**src/rtl/gf_inverse.sv**
```systemverilog
// Iterative GF(2^8) inverse (x^254 by square-and-multiply), inv(0) = 0.
// Feeds the forward S-box affine stage; one byte in flight, valid/ready on both sides.
module gf_inverse #(
  parameter logic [7:0] POLY  = 8'h1B,
  parameter int         ITERS = 7
) (
  input  logic       clk,
  input  logic       rst,
  input  logic [7:0] idata,
  input  logic       ivalid,
  output logic       iready,
  output logic [7:0] odata,
  output logic       ovalid,
  input  logic       oready
);

  typedef enum logic [1:0] {IDLE, CALC, DONE} state_t;

  localparam logic [3:0] LAST = 4'(ITERS - 1);

  state_t     state;
  logic [7:0] base;
  logic [7:0] acc;
  logic [3:0] cnt;
  logic [7:0] sq;
  logic [7:0] prod;

  // MSB-first shift-and-add; reduction is folded in before each add so the
  // product never grows past 8 bits.
  function automatic logic [7:0] gfmul(input logic [7:0] a, input logic [7:0] b);
    logic [7:0] p;
    p = 8'h00;
    for (int i = 7; i >= 0; i--) begin
      p = p[7] ? ((p << 1) ^ POLY) : (p << 1);
      if (b[i]) p = p ^ a;
    end
    return p;
  endfunction

  always_comb begin
    sq   = gfmul(base, base);
    prod = gfmul(acc, sq);
  end

  // base walks x^2, x^4, ... x^128 while acc gathers their product: x^254.
  always_ff @(posedge clk or negedge rst) begin
    if (!rst) begin
      state  <= IDLE;
      iready <= 1'b0;
      ovalid <= 1'b0;
      odata  <= 8'h00;
      base   <= 8'h00;
      acc    <= 8'h00;
      cnt    <= 4'd0;
    end else begin
      case (state)
        IDLE: begin
          if (ivalid && iready) begin
            base   <= idata;
            acc    <= 8'h01;
            cnt    <= 4'd0;
            iready <= 1'b0;
            state  <= CALC;
          end else begin
            iready <= 1'b1;
          end
        end
        CALC: begin
          base <= sq;
          acc  <= prod;
          cnt  <= cnt + 4'd1;
          if (cnt == LAST) begin
            odata  <= prod;
            ovalid <= 1'b1;
            state  <= DONE;
          end
        end
        DONE: begin
          if (oready) begin
            ovalid <= 1'b0;
            iready <= 1'b1;
            state  <= IDLE;
          end
        end
        default: state <= IDLE;
      endcase
    end
  end

endmodule
```
**config.mk**
```make
export PLATFORM = sky130hd
export DESIGN_NAME = gf_inverse
export DESIGN_NICKNAME = d
export VERILOG_FILES = /design/src/rtl/gf_inverse.sv
export SDC_FILE = /design/constraint.sdc
export NUM_CORES = 1
export LEC_CHECK = 0
export ABC_AREA = 1
export CAP_MARGIN = 20
export CORE_MARGIN = 3
export CORE_UTILIZATION = 35
export DETAILED_ROUTE_END_ITERATION = 6
export SETUP_SLACK_MARGIN = 0.2
export SLEW_MARGIN = 20
export SYNTH_ARGS = -nofsm -noshare
export SYNTH_HDL_FRONTEND = slang
export SYNTH_SLANG_ARGS = --single-unit
```
**constraint.sdc**
```tcl
create_clock -name clk -period 2.7 [get_ports clk]
set_input_delay 0.54 -clock clk [delete_from_list [all_inputs] [get_ports clk]]
set_output_delay 0.54 -clock clk [all_outputs]
set_load 0.02 [all_outputs]
```
# [After elaboration in Yosys (flattened, before gate mapping)]
# Index checks and enable logic that the tools add are counted.
[op_classes] add_sub_neg=1 eq_ne=6 mux=46 bitwise=28 n_reduce_logical=10
[op_table] cell="two-way mux 8 bit" count=18
[op_table] cell="bitwise XOR 8 bit" count=14
[op_table] cell="two-way mux 5 bit" count=14
[op_table] cell="inverter 4 bit" count=14
[op_table] cell="case mux 8 bit (2 select lines)" count=2
[op_table] cell="case mux 4 bit (2 select lines)" count=1
[op_table] cell="two-way mux 2 bit" count=3
[op_table] cell="!= test 2 bit, second input constant" count=3
[op_table] cell="case mux 2 bit (3 select lines)" count=1
[op_table] cell="AND reduction 2 bit" count=3
[op_table] cell="AND reduction 3 bit" count=2
[op_table] cell="nonzero test 2 bit" count=3
[op_table] cell="adder 4 x 1 -> 4 bit, second input constant" count=1
[op_table] cell="== test 4 x 3 -> 1 bit, second input constant" count=1
[op_table] cell="two-way mux 1 bit" count=4
[op_table] cell="two-way mux 4 bit" count=1
[op_table] cell="case mux 1 bit (2 select lines)" count=2
[op_table] cell="== test 2 x 1 -> 1 bit, second input constant" count=1
[op_table] cell="== test 2 bit, second input constant" count=1
[op_table] cell="zero test 2 bit" count=1
[op_table] cell="logical AND 1 bit" count=1
[totals] ff_bits=32 inputBits=12

# [Logic depth before layout (Yosys ltp)]
[logic_depth] ltp_word=59 depth_mapped=24 mapped_depth_nobuf=24

# [Worst setup path before layout]
# Ideal clock, no wire load.
[synth_path] path_kind="flip-flop to flip-flop" start="register base[0]" end="register odata[5]" arrival_time_ns=2.071 required_ns=2.583 slack_ns=0.512 path_stages_with_launch=23 n_path_buf=0 period_less_slack_ns=2.188 cell_sequence="dfrtp_1 -> inv_1 -> ha_1 -> nand2_1 -> inv_1 -> nor2_1 -> nand2_1 -> nand2_2 -> nand2_1 -> nand2_2 -> nand2_2 -> nand2_2 -> inv_2 -> nand2_1 -> nand3_2 -> nand2_4 -> nand2_1 -> nand2_1 -> inv_1 -> nand2_1 -> nand2_1 -> nand2_1 -> nand2_1"
[synth_between] elab_chain_cells=45 elab_cells_between_ends=55 classes_between="mux (29); bitwise (26)"
[synth_lines] element="start, declared" line="22" text="logic [7:0] base;"
[synth_lines] element="start signal, assigned" line="59" text="base <= idata;"
[synth_lines] element="start signal, assigned" line="69" text="base <= sq;"
[synth_lines] element="two-way mux 8 bit" line="35" text="if (b[i]) p = p ^ a;"
[synth_lines] element="inverter 4 bit (no source line)"
[synth_lines] element="two-way mux 5 bit" line="34" text="p = p[7] ? ((p << 1) ^ POLY) : (p << 1);"
[synth_lines] element="bitwise XOR 8 bit" line="35"
[synth_lines] element="two-way mux 8 bit" line="35"
[synth_lines] element="two-way mux 5 bit" line="34"
[synth_lines] element="bitwise XOR 8 bit" line="35"
[synth_lines] element="two-way mux 8 bit" line="35"
[synth_lines] element="[29 not listed]"
[synth_lines] element="bitwise XOR 8 bit" line="35"
[synth_lines] element="two-way mux 8 bit" line="35"
[synth_lines] element="inverter 4 bit (no source line)"
[synth_lines] element="two-way mux 5 bit" line="34"
[synth_lines] element="bitwise XOR 8 bit" line="35"
[synth_lines] element="two-way mux 8 bit" line="35"
[synth_lines] element="bitwise XOR 8 bit" line="35"
[synth_lines] element="two-way mux 8 bit (*)" line="35"
[synth_lines] element="end signal, assigned" line="73" text="odata <= prod;"
[synth_lines] element="end, declared" line="12" text="output logic [7:0] odata,"
# Mark *: on every way between the ends. The rest lies on a longest branch, timed or not.
# A chain may end at the register's enable or synchronous reset.

# [Worst setup path in the final report]
[layout_path] start="register base[7]" end="register odata[5]"
# The elaborated chain is that of the path after synthesis.

==> results.md <==
* Outcome: finished clean
* Worst-path fanout max at 5
* Warnings, synthesis at 0
* RSZ-0062 raised after global routing: true
* Post-synth top area share at 24.5%
* #FFs+latches synth at 32
* Yosys top cell by area: dfrtp_1
* Routability cong. at 0.952
* Worst-path clk slew at 0.07 ns
* Ant. Diodes at 0
* Initial antenna violation count at 0
* Total number of vias at 3659
* Crit Path Category: flop to flop
* DP HPWL at 7350 um
* WP data arrival at 2.64 ns
* CP Capture Type: flop
* Post-route DRC violation count at 0
* I/O pin total at 22
* First-pass DRT Iterations at 5
* Remaining antenna violation count at 0
* Port Buf Inserts at 21
* Setup TNS Final at 0 ns
* Via density at 5.26
* Top post-synthesis cells by count: 187 x nand2_1, 65 x inv_1, 64 x nand3_1, 38 x nand2_2, 36 x nor2_1
* Cell area after synthesis at 0.00327 mm2
* Mux share of post-synthesis cell area at 0%
* CTS root buf: clkbuf_8
* Minimum clock period at 2.47 ns
* Req. time, crit path at 2.87 ns
* Largest net degree at the start of global routing at 33
* Slew Viols, Final at 0
* Async set-reset flop share out of synthesis at 100%
* WP buf/inv at 2
* Slowest cell delay on critical path at 0.46 ns
* Clock sink count at 32
* Gr ovfl total at 0
* Placed cells at 664
* Slew @ Worst Pin at 0.548 ns
* RR Startpoint: base[7]
* First-pass GRT wire length at 15700 um
* Ordered list of cells on the worst path: ha_4 > nand2_2 > o21ai_1 > nand3_1 > nand2_4 > inv_4 > nand2_4 > nand2_4 > nor2_4 > xor2_2 > nand3_4 > nand2_4 > nand2_1 > nand2_2 > inv_1 > nand2_1 > nand2_2 > nand2_2 > nand2_1
* CTS Buf Count at 5
* Final Hold Viols at 0
* Ys flop type: dfrtp_1
* Sum of routed wire length over all layers at 10200 um
* Drt wl/cell at 14.6 um
* Hold path start: state[0]
* Crit-path slowest cell: dfrtp_2
* Max Root-Sink Buffers at 2
* Post-synthesis sequential area ratio at 24.5%
* Die Wd at 103 um
* Fillers at 881
* Mean Syn Cell Area at 6.12 um2
* Row count at 34
* Xor-xnor portion of the synthesized cell area at 6.39%
* Fmax at 405 MHz
* Distinct cells, synth at 37
* Net count, final at 603
* Compound-Gate Fraction of Synth Area at 5.93%
* Layout area overhead at 31.9%
* Post-synth EDFFs at 0
* Max transition margin at 63.3%
* Non-filler instance count after layout at 696
* Final core occ at 48.5%
* Vias in the first global route at 3309
* Worst setup startpoint: base[7]
* Syn nets at 549
* CTS tree: built
* Synth area leaders: dfrtp_1 25%, nand2_1 21%, nand3_1 9.8%
* Adder-Cell Fraction of Synth Area at 1.15%
* Hold Path Class: flop to flop
* Final Setup Violations at 0
* Total Routing Usage GR at 18.8%
* Max-cap viol count at 0
* Worst path top cell family by delay: simple AND/OR/NAND/NOR gates
* # H-tree levels at 2
* DIE AREA at 0.0105 mm2
* Die height at 103 um
* Largest family of logic cells by synthesized area: simple AND/OR/NAND/NOR gates
* Smallest hold slack at 0.463 ns
* Simple-Gate Fraction of Synth Area at 50.9%
* Std-Cell Core Area at 0.00889 mm2
* Final period util at 91.5%
* Hold buffers post-CTS at 0
* Initial DRC count at 270
* Post-Syn Instances at 534
* Critical Path Start Type: flop
* Clk_skew at 0.00543 ns
* Share of cells above drive strength 1 at 29.6%
* Most frequent cell after synthesis: nand2_1
* Clock latency on the worst-skew pair at 0.28 ns
* Initial Util at 36.8%
==> path summary, 6_finish.rpt <==
path / cells past startpoint / end / slack, ns
setup / recovery: 19 / odata[5] / 0.23
hold reg to reg: 1 / state[1] / 0.46
hold / removal: 1 / state[1] / 0.46
max in group asynchronous: 2 / base[6] / 1.73
min in group asynchronous: 2 / odata[6] / 0.65
setup reg to reg: 19 / odata[5] / 0.23
==> layer usage <==
metal | GRT usage, % | share of wire (%)
met5 | 0 | 0
met4 | 6.46 | 2.0
met3 | 1.35 | 5.1
met2 | 31.3 | 49
met1 | 25.9 | 44
==> timing repair <==
item                                    CTS  global route
pin swaps                                 2            42
endpoints found under the setup margin   15            16
buffers inserted                          5            20
resized for setup                         7            97
==> cells in the final DEF (no fill, tap or decap), types with 6 or more instances in the layout <==
master,n
nand3_4,6
nor2_1,35
nand4_1,9
nand2_2,54
clkdlybuf4s50_1,21
buf_4,34
nand2_1,150
nand2_4,24
xnor2_1,10
nand3_1,51
o221ai_1,7
inv_1,61
nand3_2,16
xor2_1,9
dfrtp_1,28
inv_2,9
==> state kept, by name, summed over array words and instances, names as in the netlist <==
| signal | cells |
|---|---|
| acc | 8 |
| ovalid | 1 |
| cnt | 4 |
| base | 8 |
| state | 2 |
| odata | 8 |
| iready | 1 |
==> per-stage QoR <==
step / worst slack, ns / area (um2)
final: 0.229 / 4310
after global routing: 0.100 / 4310
after CTS: 0.207 / 3780
after detailed placement: 0.0946 / 3640
after global placement: 0.0943 / 3640
after floorplan: 0.512 / 3270
==> cell type report <==
type | count | area [um2] | area share (%)
Clock inverter | 1 | 5.00 | 0.116
Sequential cell | 32 | 806 | 18.7
Tap cell | 108 | 135 | 3.13
Timing Repair Buffer | 59 | 519 | 12.0
Multi-Input combinational cell | 413 | 2470 | 57.4
Clock buffer | 6 | 72.6 | 1.68
Inverter | 77 | 300 | 6.97
==> cells by family (layout without fill, tap and decap cells) <==
group	Yosys count	in the layout
compound gates	29	29
xor+xnor	23	23
fa+ha+maj	3	3
buf+inv	89	143
flops	32	32
simple gates	358	358
==> worst register-to-register path: cells and delay by family (launching register included) <==
kind,cells,cell delay (ns)
simple gates,14,1.22
compound gates,1,0.06
xor+xnor,1,0.24
flops,1,0.46
fa+ha+maj,1,0.28
buf+inv,2,0.10
Power is left out: the tool's default activity adds up to more than one toggle a clock period on the data nets, which glitch-free logic cannot reach.
